## src/rtl/rr_sel3_scheduler_pkg.sv

```systemverilog
// Shared encodings for the 3-source round-robin scheduler and its channel picker.
package rr_sel3_scheduler_pkg;

   localparam logic [1:0] SEL_I0 = 2'b00;
   localparam logic [1:0] SEL_I1 = 2'b01;
   localparam logic [1:0] SEL_I2 = 2'b10;

   localparam logic [0:0] ST_IDLE  = 1'b0;
   localparam logic [0:0] ST_GRANT = 1'b1;

   localparam int DWELL_DEFAULT = 4;
   localparam int CW_DEFAULT    = 8;

   // Next channel in the 0 -> 1 -> 2 -> 0 ring; an illegal 11 folds back to channel 0.
   function automatic logic [1:0] rr_inc3(input logic [1:0] c);
      return (c >= 2'd2) ? 2'd0 : c + 2'd1;
   endfunction

   function automatic logic [2:0] sel_onehot(input logic [1:0] s);
      logic [2:0] oh;
      oh = 3'b000;
      case (s)
         SEL_I0:  oh = 3'b001;
         SEL_I1:  oh = 3'b010;
         SEL_I2:  oh = 3'b100;
         default: oh = 3'b000;
      endcase
      return oh;
   endfunction

endpackage

```

## src/rtl/rr_sel3_scheduler_pick.sv

```systemverilog
// Combinational round-robin picker: scans last+1, last+2, last, optionally skipping one channel.
module rr_pick3
   import rr_sel3_scheduler_pkg::*;
(
   input  logic [2:0] req,
   input  logic [1:0] last,
   input  logic       exclude_en,
   input  logic [1:0] exclude,
   output logic [1:0] next,
   output logic       found
);

   logic [1:0] cand [3];
   logic [2:0] ok;

   always_comb begin
      cand[0] = rr_inc3(last);
      cand[1] = rr_inc3(cand[0]);
      cand[2] = (last > 2'd2) ? 2'd2 : last;
      for (int i = 0; i < 3; i++) begin
         ok[i] = req[cand[i]] && !(exclude_en && (cand[i] == exclude));
      end
   end

   always_comb begin
      next  = cand[2];
      found = 1'b0;
      if (ok[0]) begin
         next  = cand[0];
         found = 1'b1;
      end else if (ok[1]) begin
         next  = cand[1];
         found = 1'b1;
      end else if (ok[2]) begin
         next  = cand[2];
         found = 1'b1;
      end
   end

endmodule

```

## src/rtl/rr_sel3_scheduler.sv

```systemverilog
// Round-robin scheduler driving the select of a 3:1 mux, with a bounded dwell per grant.
// valid=1 means sel/gnt name the current grantee for that whole cycle; there is no ready,
// the grantee gives the slot back with done (only looked at while valid=1).
module rr_sel3_scheduler
   import rr_sel3_scheduler_pkg::*;
#(
   parameter int DWELL = DWELL_DEFAULT,
   parameter int CW    = CW_DEFAULT
) (
   input  logic          clk,
   input  logic          rst,
   input  logic          en,
   input  logic [2:0]    req,
   input  logic          done,
   output logic [1:0]    sel,
   output logic [2:0]    gnt,
   output logic          valid,
   output logic [0:0]    dbg_state,
   output logic [CW-1:0] dbg_count
);

   logic [0:0]    state_q, state_d;
   logic [1:0]    sel_q, sel_d;
   logic [1:0]    last_q, last_d;
   logic [CW-1:0] cnt_q, cnt_d;
   logic          valid_q, valid_d;
   logic [2:0]    gnt_q;

   logic          cur_req;
   logic          timeout;
   logic          rel;
   logic [1:0]    pick_next;
   logic          pick_found;

   always_comb begin
      case (sel_q)
         SEL_I0:  cur_req = req[0];
         SEL_I1:  cur_req = req[1];
         SEL_I2:  cur_req = req[2];
         default: cur_req = 1'b0;
      endcase
   end

   assign timeout = (cnt_q == CW'(DWELL - 1));
   assign rel     = !en || done || !cur_req || timeout;

   // In GRANT the picker skips the current owner so a hand-off never lands on it again.
   rr_pick3 u_pick (
      .req        (req),
      .last       (last_q),
      .exclude_en (state_q == ST_GRANT),
      .exclude    (sel_q),
      .next       (pick_next),
      .found      (pick_found)
   );

   always_comb begin
      state_d = state_q;
      sel_d   = sel_q;
      last_d  = last_q;
      cnt_d   = cnt_q;
      valid_d = valid_q;
      case (state_q)
         ST_IDLE: begin
            valid_d = 1'b0;
            if (en && pick_found) begin
               state_d = ST_GRANT;
               sel_d   = pick_next;
               last_d  = pick_next;
               cnt_d   = '0;
               valid_d = 1'b1;
            end
         end
         ST_GRANT: begin
            if (!rel) begin
               cnt_d = cnt_q + 1'b1;
            end else if (!en) begin
               state_d = ST_IDLE;
               valid_d = 1'b0;
            end else if (pick_found) begin
               sel_d   = pick_next;
               last_d  = pick_next;
               cnt_d   = '0;
               valid_d = 1'b1;
            end else if (timeout && !done && cur_req) begin
               // Sole requester hit the dwell limit: restart its dwell without a bubble.
               cnt_d   = '0;
               valid_d = 1'b1;
            end else begin
               state_d = ST_IDLE;
               valid_d = 1'b0;
            end
         end
         default: begin
            state_d = ST_IDLE;
            valid_d = 1'b0;
         end
      endcase
   end

   always_ff @(posedge clk or posedge rst) begin
      if (rst) begin
         state_q <= ST_IDLE;
         sel_q   <= SEL_I0;
         last_q  <= SEL_I2;
         cnt_q   <= '0;
         valid_q <= 1'b0;
         gnt_q   <= 3'b000;
      end else begin
         state_q <= state_d;
         sel_q   <= sel_d;
         last_q  <= last_d;
         cnt_q   <= cnt_d;
         valid_q <= valid_d;
         gnt_q   <= valid_d ? sel_onehot(sel_d) : 3'b000;
      end
   end

   assign sel       = sel_q;
   assign gnt       = gnt_q;
   assign valid     = valid_q;
   assign dbg_state = state_q;
   assign dbg_count = cnt_q;

endmodule

```

## config.mk

```make
export PLATFORM = sky130hd
export DESIGN_NAME = rr_sel3_scheduler
export DESIGN_NICKNAME = d
export VERILOG_FILES = /design/src/rtl/rr_sel3_scheduler_pkg.sv /design/src/rtl/rr_sel3_scheduler_pick.sv /design/src/rtl/rr_sel3_scheduler.sv
export SDC_FILE = /design/constraint.sdc
export NUM_CORES = 1
export LEC_CHECK = 0
export ABC_CLOCK_PERIOD_IN_PS = 2950
export CAP_MARGIN = 10
export CELL_PAD_IN_SITES_DETAIL_PLACEMENT = 0
export CELL_PAD_IN_SITES_GLOBAL_PLACEMENT = 1
export CORE_ASPECT_RATIO = 0.75
export CORE_MARGIN = 2
export CORE_UTILIZATION = 38
export DETAILED_ROUTE_END_ITERATION = 7
export GPL_TIMING_DRIVEN = 1
export PLACE_DENSITY = 0.81
export SLEW_MARGIN = 25
export SYNTH_ARGS = -nofsm -noshare
export SYNTH_HDL_FRONTEND = slang
export SYNTH_HIERARCHICAL = 1
export SYNTH_SLANG_ARGS = --single-unit
```

## constraint.sdc

```tcl
create_clock -name clk -period 2.95 [get_ports clk]
set_input_delay 0.59 -clock clk [delete_from_list [all_inputs] [get_ports clk]]
set_output_delay 0.59 -clock clk [all_outputs]
set_load 0.03 [all_outputs]
```

* Word level (Yosys, flattened, before mapping)
Cells that the tools add are included. Widths: inputs -> output; s select.
Operators by class: add/sub/neg operators 3, multipliers 0, divide/modulo/power cells 0, $lt $le $gt $ge 6, equality and inequality tests 14, shift-type cells 0, muxes and demuxes 41, bitwise logic cells 1, reduce and logical (&&, ||, !) cells 22
Operators with widths (count):
- $mux 8 | 5
- $mux 2 | 13
- $pmux 8 s2 | 1
- $mux 1 | 12
- $logic_and 1x1->1 | 9
- $lt 2x3->1 const B | 3
- $pmux 3 s3 | 1
- $add 8x1->8 const B | 1
- $eq 8x2->1 const B | 1
- $pmux 2 s2 | 2
- $bmux 1 s2 | 3
- $eq 2x2->1 | 3
- $logic_not 1->1 | 6
- $add 2x1->2 const B | 2
- $eq 2x1->1 const B | 2
- $eq 2x2->1 const B | 2
- $ge 2x2->1 const B | 2
- $logic_not 2->1 | 2
- $ne 2x1->1 const B | 2
- $ne 2x2->1 const B | 2
- $ne 4x2->1 const B | 1
- $pmux 1 s2 | 2
- $reduce_and 4->1 | 1
- $logic_or 1x1->1 | 3
- 6 further kinds | 6
Word-level totals: flip-flop bits (word level) 17, latch bits 0, bits in writable memories 0, memory bits (read-only) 0, bits of input ports 7, output and inout bits 15, word-level logic and storage cells 93, memories kept 0

* Logic depth before layout (Yosys ltp)
Gate-level depths: netlist of the first run.
depth in word-level cells 17, mapped depth 9, mapped depth without buffers 9

* Cells and area by module
The synthesis of the first run kept the hierarchy.
By module, submodules not included:
- rr_sel3_scheduler | times used 1, cells each 98, area each 937.1 sq um, sequential area each 426.7 sq um
- rr_pick3 | times used 1, cells each 27, area each 182.7 sq um, sequential area each 0.0 sq um

* Worst setup path after synthesis of the first run
OpenSTA, ideal clock, no wires.
path type register -> register, start point register sel_q[1] (netlist: sel[1]), end point register cnt_q[2] (netlist: dbg_count[2]), arrival time 2.515 ns, data required time 2.866 ns, slack 0.350 ns, stages on the path, launching flop included 10, path buffers 1, clock period less this slack 2.600 ns, path through dfrtp_1 > or3b_1 > and3_2 > o21ai_0 > o21ai_0 > a2111o_1 > o2111ai_1 > clkbuf_1 > o21ai_0 > o21ai_0
Between the ends: word-level cells in the longest chain between the ends 11, elaborated cells between the ends (all ways) 32, classes of those cells eq/ne: 8; mux: 8; reduce/logical: 16
RTL lines:
- start, declared | RTL line rr_sel3_scheduler.sv:23 | logic [1:0] sel_q, sel_d;
- start signal, assigned | RTL line rr_sel3_scheduler.sv:111 | sel_q <= sel_d;
- $eq 2x2->1 | RTL line rr_sel3_scheduler_pick.sv:21 | ok[i] = req[cand[i]] && !(exclude_en && (cand[i] == exclude));
- $logic_and 1x1->1 | RTL line rr_sel3_scheduler_pick.sv:21
- $logic_not 1->1 | RTL line rr_sel3_scheduler_pick.sv:21
- $logic_and 1x1->1 | RTL line rr_sel3_scheduler_pick.sv:21
- $mux 1 | RTL line rr_sel3_scheduler_pick.sv:34 | end else if (ok[2]) begin
- $mux 1 | RTL line rr_sel3_scheduler_pick.sv:31 | end else if (ok[1]) begin
- $mux 1 (*) | RTL line rr_sel3_scheduler_pick.sv:28 | if (ok[0]) begin
- via pick_found | RTL line rr_sel3_scheduler.sv:33 | logic pick_found;
- $mux 8 | RTL line rr_sel3_scheduler.sv:80 | end else if (pick_found) begin
- $mux 8 | RTL line rr_sel3_scheduler.sv:77 | end else if (!en) begin
- $mux 8 | RTL line rr_sel3_scheduler.sv:75 | if (!rel) begin
- $pmux 8 s2 | RTL line rr_sel3_scheduler.sv:63 | case (state_q)
- end signal, assigned | RTL line rr_sel3_scheduler.sv:113 | cnt_q <= cnt_d;
- end, declared | RTL line rr_sel3_scheduler.sv:25 | logic [CW-1:0] cnt_q, cnt_d;
The timed path passes the listed nets; every way through them passes the cells marked *. The select of a mux whose other input is x is not followed. A chain may end at the register's enable or synchronous reset.

* Worst setup path after layout of the first run
start point input req[2], end point register cnt_q[3] (netlist: dbg_count[3])
Between the ends: word-level cells in the longest chain between the ends 10, elaborated cells between the ends (all ways) 26, classes of those cells eq/ne: 3; mux: 14; reduce/logical: 9
RTL lines:
- start, declared | RTL line rr_sel3_scheduler.sv:13 | input logic [2:0] req,
- $bmux 1 s2 | RTL line rr_sel3_scheduler_pick.sv:21
- $mux 1 (not written as such) | RTL line rr_sel3_scheduler_pick.sv:21
- $logic_and 1x1->1 | RTL line rr_sel3_scheduler_pick.sv:21
- $mux 1 | RTL line rr_sel3_scheduler_pick.sv:34
- $mux 1 | RTL line rr_sel3_scheduler_pick.sv:31
- $mux 1 (*) | RTL line rr_sel3_scheduler_pick.sv:28
- via pick_found | RTL line rr_sel3_scheduler.sv:33
- $mux 8 | RTL line rr_sel3_scheduler.sv:80
- $mux 8 | RTL line rr_sel3_scheduler.sv:77
- $mux 8 | RTL line rr_sel3_scheduler.sv:75
- $pmux 8 s2 | RTL line rr_sel3_scheduler.sv:63
Marked as above.

==> results of run 1 <==
[state kept, by name, summed over array words and instances (netlist names)]
signal     count
last_q         2
valid          1
dbg_count      8
sel            2
gnt            3
dbg_state      1
[cell usage in the layout (no fill, tap or decap), types with 4 or more instances in the layout]
cell type / n
sky130_fd_sc_hd__buf_4: 5
sky130_fd_sc_hd__clkdlybuf4s50_1: 21
sky130_fd_sc_hd__dfrtp_1: 16
sky130_fd_sc_hd__inv_1: 9
sky130_fd_sc_hd__nand2_1: 13
sky130_fd_sc_hd__nand3_1: 10
sky130_fd_sc_hd__nand4_1: 4
sky130_fd_sc_hd__nor2_1: 7
sky130_fd_sc_hd__o21ai_0: 12
[logic make-up (layout without fill, tap and decap cells)]
family / count (synthesis) / count (layout)
DFF: 17 / 17
and+or+nand+nor: 58 / 58
xor gates and xnor gates: 1 / 1
AOI/OAI and AO/OA: 34 / 34
muxes: 4 / 4
buffers and inverters: 10 / 39
adders and majority gates: 1 / 1
[layout make-up]
type	count	area [µm²]
Multi-Input combinational cell	98	656
Fill cell	285	1410
Clock inverter	1	5.00
Tap cell	38	47.5
Timing Repair Buffer	26	248
Clock buffer	3	41.3
Inverter	9	33.8
Sequential cell	17	427
[worst reg2reg max path: stages (launching register included)]
cell and delay [ns]:
sky130_fd_sc_hd__dfrtp_1 0.45, sky130_fd_sc_hd__or3b_1 0.44, sky130_fd_sc_hd__and3_2 0.23, sky130_fd_sc_hd__o21ai_0 0.14, sky130_fd_sc_hd__o21ai_0 0.17, sky130_fd_sc_hd__a2111o_1 0.42, sky130_fd_sc_hd__o2111ai_1 0.31, sky130_fd_sc_hd__buf_4 0.25
sky130_fd_sc_hd__a21oi_1 0.05
[metrics by stage]
step / instance area [µm²] / instances
floorplan: 1120 / 125
global placement: 1410 / 188
detailed placement: 1410 / 188
CTS: 1460 / 192
global route: 1460 / 192
finish: 1460 / 192
[per-layer routing]
metal,GRT usage [%],up-vias,wire length (µm)
met2,26.2,44,1220
met1,27.8,531,1340
met4,3.06,0,12
met3,4.63,2,163
li1,-,534,-
met5,0,-,0
[power groups by stage]
stage / registers [mW] / clock network, mW / logic (mW)
4_1_cts: 0.358 / 0.183 / 0.670
3_3_place_gp: 0.359 / 0 / 0.659
2_1_floorplan: 0.458 / 0 / 0.334
6_report: 0.357 / 0.178 / 0.671
3_5_place_dp: 0.361 / 0 / 0.670
5_1_grt: 0.370 / 0.196 / 0.733
[path summary, 6_finish.rpt]
| kind | startpoint | end | cells past startpoint |
|---|---|---|---|
| min in group asynchronous | rst | gnt[0]$_DFF_PP0_ | 2 |
| hold / removal | last_q[1]$_DFFE_PP1P_ | last_q[1]$_DFFE_PP1P_ | 2 |
| setup / recovery | req[2] | dbg_count[3]$_DFFE_PP0P_ | 8 |
| max in group asynchronous | rst | dbg_count[5]$_DFFE_PP0P_ | 2 |
| setup reg to reg | dbg_state$_DFF_PP0_ | gnt[0]$_DFF_PP0_ | 8 |
| hold reg to reg | last_q[1]$_DFFE_PP1P_ | last_q[1]$_DFFE_PP1P_ | 2 |
==> qor.csv, run 1 <==
metric,value,unit
xor-xnor portion of the synthesized cell area,0.782,%
share of power burned in combinational logic,55.6,%
Crit path arrival time,2.79,ns
upper clock frequency limit,378,MHz
Cells after Synth,125,
crit-path cells,clkdlybuf4s50_1 -> nand2_1 -> and3_1 -> o21ai_0 -> or3_1 -> o2111ai_1 -> a21o_1 -> a21o_1,
largest net degree at the start of global routing,18,
data required time of the critical path,3.10,ns
total clock buffers created by CTS,3,
average via count per standard cell,5.79,
number of synthesized flops with an enable pin,0,
cell at the slowest stage of the critical path,sky130_fd_sc_hd__clkdlybuf4s50_1,
Final HPWL DP,2090,µm
routed wirelength normalized by instance count,14.3,µm
pre-CTS setup slack,0.0280,ns
CP peak stage delay,0.61,ns
warning count from the yosys run,6,
initial antenna violation count,0,
Post CTS Setup Buffer Count,0,
Tot GR Track Use,18.2,%
share of the synthesized area in compound gates (AO/OA/AOI/OAI),22.6,%
share of the synthesized area in the top cell type,35.8,%
overall die height,51.0,µm
"top cells by area, synth","sky130_fd_sc_hd__dfrtp_1 36%, sky130_fd_sc_hd__o21ai_0 5.4%, sky130_fd_sc_hd__nand3_1 4.5%, sky130_fd_sc_hd__nand2_1 4.4%, sky130_fd_sc_hd__inv_1 3.0%",
core box area,0.00287,mm²
post-synthesis average cell area,8.96,µm²
family of cells with the greatest summed delay on the critical path,compound AO/OA/AOI/OAI gates,
power after layout,1.21,mW
period utilisation layout,89.6,%
vias in the first global route,985,
switching part of the total power,44.0,%
synthesized netlist net count,133,
share of post-route cells with drive strength above 1,14.3,%
cell repeated most along the worst path,sky130_fd_sc_hd__a21o_1,
num ports,22,
DRT Wirelength,2740,µm
CTS hold repair buffers,0,
FP Rows,17,
Max Clock Skew,0.00123,ns
top cells by instance count after synthesis,"16 x sky130_fd_sc_hd__dfrtp_1, 13 x sky130_fd_sc_hd__nand2_1, 12 x sky130_fd_sc_hd__o21ai_0",
register area share after synthesis,38.1,%
"critical path fanouts, max",9,
die span in x,66.7,µm
total gr overflow,0,
crit path capture type,flip-flop,
root buffer cell,sky130_fd_sc_hd__clkbuf_8,
first-pass iteration count of the detailed router,4,
vias after detailed routing,1111,
count of antenna-violating nets left after detailed routing,0,
cell type with the largest total area after synthesis,sky130_fd_sc_hd__dfrtp_1,
"share of synthesized cell area in full adder, half adder and majority cells",1.12,%
mux share of post-synthesis cell area,4.25,%
clock latency reported for the late side of the worst-skew pair,0.25,ns
Mapped Area,0.00112,mm²
die footprint,0.00340,mm²
number of DRC markers after the initial detailed-route iteration,52,
setup repair after global routing missed its margin,no,
worst hold margin,0.555,ns
CTS HTree Levels,1,
asr flop ratio synth,100,%
total inserted antenna cells,0,
relative area change from synthesis to final layout,30.2,%
power density relative to cell area,827,mW/mm²
clock-pin slew on the worst setup and hold paths,0.07,ns
main combinational cell family by area after synthesis,simple AND/OR/NAND/NOR gates,
MaxCap Viol Count,0,
weighted congestion reported at the end of routability-driven placement,0.776,
PnR worst setup slack,0.306,ns
status,"finished, final reports clean",
DRC violations left,0,
Finished Core Util,50.8,%
total clock sinks,17,
time the worst path needs with I/O delays and setup,2.64,ns
total of cells resized after clock tree synthesis,0,
HP Class,flip-flop to flip-flop,
number of port buffers,21,
post-layout net count,163,
Critical Setup Path Class,primary input to flip-flop,
transition at the pin with the smallest max-transition slack,0.685,ns
final hold viol count,0,
wire length of the first global-routing pass,4650,µm
final number of setup-violating endpoints,0,
number of buffers and inverters on the critical path,1,
leakage power,0.609,nW
fraction of power consumed by sequential logic,29.6,%
Max clock buf depth,2,
Total Negative Setup Slacks,0,ns
"area fraction in and, or, nand and nor cells after synthesis",29.8,%
startpoint class of the critical path,primary input,
Worst IR Drop VDD,0.233,mV
Seq cells post-synth,17,
count of final max-slew check failures,0,
worst reg-to-reg setup slack,0.39,ns
clock group share of total power,14.7,%
Unique masters post-synth,46,
initial standard-cell utilization of the core,39.0,%
switching power total,531,µW
Main synth FF type,sky130_fd_sc_hd__dfrtp_1,
Int Pwr,675,µW
top-count cell post-synth,sky130_fd_sc_hd__dfrtp_1,
worst-case headroom to the max-slew limit,54.3,%
TritonCTS clock tree,built,
Note: power is estimated with default switching activity, not from simulation.
==> run 2, diff against run 1 <==
--- a/config.mk
+++ b/config.mk
@@ -10,11 +10,11 @@
 export CELL_PAD_IN_SITES_DETAIL_PLACEMENT = 0
 export CELL_PAD_IN_SITES_GLOBAL_PLACEMENT = 1
 export CORE_ASPECT_RATIO = 0.75
-export CORE_MARGIN = 2
+export CORE_MARGIN = 10
 export CORE_UTILIZATION = 38
 export DETAILED_ROUTE_END_ITERATION = 7
 export GPL_TIMING_DRIVEN = 1
-export PLACE_DENSITY = 0.81
+export PLACE_DENSITY = 0.89
 export SLEW_MARGIN = 25
 export SYNTH_ARGS = -nofsm -noshare
 export SYNTH_HDL_FRONTEND = slang
==> qor.csv, run 2 (synthesis results as in run 1) <==
metric,value,unit,change
cell at the slowest stage of the critical path,sky130_fd_sc_hd__clkdlybuf4s50_1,,
final number of setup-violating endpoints,0,,unchanged
"Design Area, Final",0.00144,mm²,-1.2%
vias in the first global route,1038,,+5.4%
count of antenna-violating nets left after detailed routing,0,,unchanged
average via count per standard cell,5.77,,-0.35%
data required time of the critical path,3.10,ns,about the same
routed wirelength normalized by instance count,15.6,µm,+9.6%
Crit path arrival time,2.84,ns,+0.05 ns
final hold viol count,0,,unchanged
wire length the detailed router placed on met1,1380,µm,+2.6%
TritonCTS clock tree,built,,
upper clock frequency limit,373,MHz,-1.5%
vias after detailed routing,1084,,-2.4%
number of port buffers,21,,unchanged
time the worst path needs with I/O delays and setup,2.68,ns,+0.0391 ns
largest net degree at the start of global routing,18,,unchanged
die footprint,0.00554,mm²,+63%
top layer in use,met4,,
relative area change from synthesis to final layout,28.6,%,
CP peak stage delay,0.54,ns,-0.07 ns
status,"finished, final reports clean",,
Area after DPL,0.00139,mm²,-1.2%
transition at the pin with the smallest max-transition slack,0.751,ns,+0.0663 ns
met2 routed WL,1250,µm,+2.1%
number of flip-flops under the largest register name,8,,unchanged
CTS HTree Levels,1,,unchanged
initial standard-cell utilization of the core,41.1,%,+2.1 points
placed insts,184,,-2.1%
startpoint class of the critical path,primary input,,
overall die height,67.0,µm,+31%
cell repeated most along the worst path,sky130_fd_sc_hd__a21o_1,,
clock-pin slew on the worst setup and hold paths,0.07,ns,about the same
Post CTS Setup Buffer Count,0,,unchanged
Final HPWL DP,2220,µm,+6.2%
power density relative to cell area,831,mW/mm²,+0.52%
total clock sinks,17,,unchanged
Worst IR Drop VDD,0.309,mV,+33%
highest-count cells in the layout ignoring fill and taps,"21 x sky130_fd_sc_hd__clkdlybuf4s50_1, 16 x sky130_fd_sc_hd__dfrtp_1, 13 x sky130_fd_sc_hd__nand2_1",,
core box area,0.00272,mm²,-5.2%
leakage power,0.599,nW,-1.7%
worst-case headroom to the max-slew limit,49.8,%,-4.4 points
die span in x,82.7,µm,+24%
worst hold margin,0.551,ns,-0.00426 ns
period utilisation layout,91.0,%,+1.3 points
Finished Core Util,52.9,%,+2.1 points
number of DRC markers after the initial detailed-route iteration,61,,+17%
"commonest non-fill, non-tap cell in the layout",sky130_fd_sc_hd__clkdlybuf4s50_1,,
FP Rows,16,,-1
share of post-route cells with drive strength above 1,13.2,%,-1.1 points
total of cells resized after clock tree synthesis,0,,unchanged
MaxCap Viol Count,0,,unchanged
Max clock buf depth,2,,unchanged
Fill cells,277,,-2.8%
crit path capture type,flip-flop,,
"count of placed standard cells in the final layout, fillers left out",188,,-2.1%
"critical path fanouts, max",9,,unchanged
clock latency reported for the late side of the worst-skew pair,0.26,ns,about the same
first-pass iteration count of the detailed router,4,,unchanged
root buffer cell,sky130_fd_sc_hd__clkbuf_8,,
num ports,22,,unchanged
total clock buffers created by CTS,3,,unchanged
total gr overflow,0,,unchanged
DRC violations left,0,,unchanged
count of final max-slew check failures,0,,unchanged
Max Clock Skew,0.00228,ns,+0.00104 ns
HP Class,flip-flop to flip-flop,,
DRT Wirelength,2940,µm,+7.3%
CTS hold repair buffers,0,,unchanged
Total Negative Setup Slacks,0,ns,unchanged
met3 wirelength from detailed routing,288,µm,+77%
weighted congestion reported at the end of routability-driven placement,0.860,,+11%
post-layout net count,161,,-1.2%
worst reg-to-reg setup slack,0.38,ns,about the same
Tot GR Track Use,11.2,%,-7.0 points
total inserted antenna cells,0,,unchanged
wire length of the first global-routing pass,4890,µm,+5.2%
crit-path cells,clkdlybuf4s50_1 -> nand2_1 -> o2111a_1 -> o21ai_0 -> or3_1 -> o2111ai_1 -> a21o_1 -> a21o_1,,
initial antenna violation count,0,,unchanged
setup repair after global routing missed its margin,no,,
Critical Setup Path Class,primary input to flip-flop,,
## run 2: cell count changes in the layout (fill, tap and decap cells not counted)
| cell | previous run | this run |
|---|---|---|
| sky130_fd_sc_hd__buf_4 | 5 | 3 |
## run 2: final timing paths
| path | start | to | cells after the start |
|---|---|---|---|
| setup / recovery | req[1] | dbg_count[3]$_DFFE_PP0P_ | 8 |
| hold / removal | last_q[1]$_DFFE_PP1P_ | last_q[1]$_DFFE_PP1P_ | 2 |
| setup reg to reg | dbg_state$_DFF_PP0_ | gnt[1]$_DFF_PP0_ | 8 |
| hold reg to reg | last_q[1]$_DFFE_PP1P_ | last_q[1]$_DFFE_PP1P_ | 2 |
| max in group asynchronous | rst | dbg_count[6]$_DFFE_PP0P_ | 2 |
| min in group asynchronous | rst | gnt[1]$_DFF_PP0_ | 2 |
## run 2: where the power goes
part	leakage (nW)	internal, mW	switching (mW)
Clock	0.0255	0.0941	0.0893
Sequential	0.225	0.295	0.0637
Combinational	0.348	0.274	0.380
## run 2: final cells by class
class | count | area (µm²) | share of cell area (%)
clock buffer | 3 | 41.3 | 2.87
clock inverter | 1 | 5.00 | 0.348
sequential | 17 | 427 | 29.6
timing repair buffer | 24 | 233 | 16.2
tap | 36 | 45.0 | 3.13
inverter | 9 | 33.8 | 2.35
multi-input combinational | 98 | 656 | 45.5
## run 2: critical path, delay by kind of cell
family                 cells  cell delay (ns)
AO/OA/AOI/OAI              5             1.39
buffers and inverters      1             0.54
AND/OR/NAND/NOR            2             0.31
## run 2: per-stage QoR
stage / total power [mW] / setup slack, ns
floorplan: 0.792 / 0.350
global placement: 1.00 / 0.0697
detailed placement: 1.02 / 0.0119
CTS: 1.20 / 0.282
global route: 1.29 / 0.131
finish: 1.20 / 0.267
## run 2: per-layer routing
| metal | vias up | track usage [%] |
|---|---|---|
| li1 | 534 | - |
| met2 | 32 | 16.0 |
| met5 | - | 0 |
| met3 | 4 | 5.50 |
| met1 | 514 | 14.3 |
| met4 | 0 | 3.54 |
==> run 3, diff against run 2 <==
--- a/config.mk
+++ b/config.mk
@@ -5,7 +5,6 @@
 export SDC_FILE = /design/constraint.sdc
 export NUM_CORES = 1
 export LEC_CHECK = 0
-export ABC_CLOCK_PERIOD_IN_PS = 2950
 export CAP_MARGIN = 10
 export CELL_PAD_IN_SITES_DETAIL_PLACEMENT = 0
 export CELL_PAD_IN_SITES_GLOBAL_PLACEMENT = 1
==> constraint.sdc (replaced) <==
create_clock -name clk -period 2.95 [get_ports clk]
set_input_delay 0.59 -clock clk [delete_from_list [all_inputs] [get_ports clk]]
set_output_delay 0.59 -clock clk [all_outputs]
set_load 0.01 [all_outputs]
==> results of run 3 <==
The final DEF is identical to that of run 2. Status: finished, final reports clean.
Main changes from that run: total power 1.20 mW -> 1.13 mW; worst IR drop on VDD 0.309 mV -> 0.307 mV
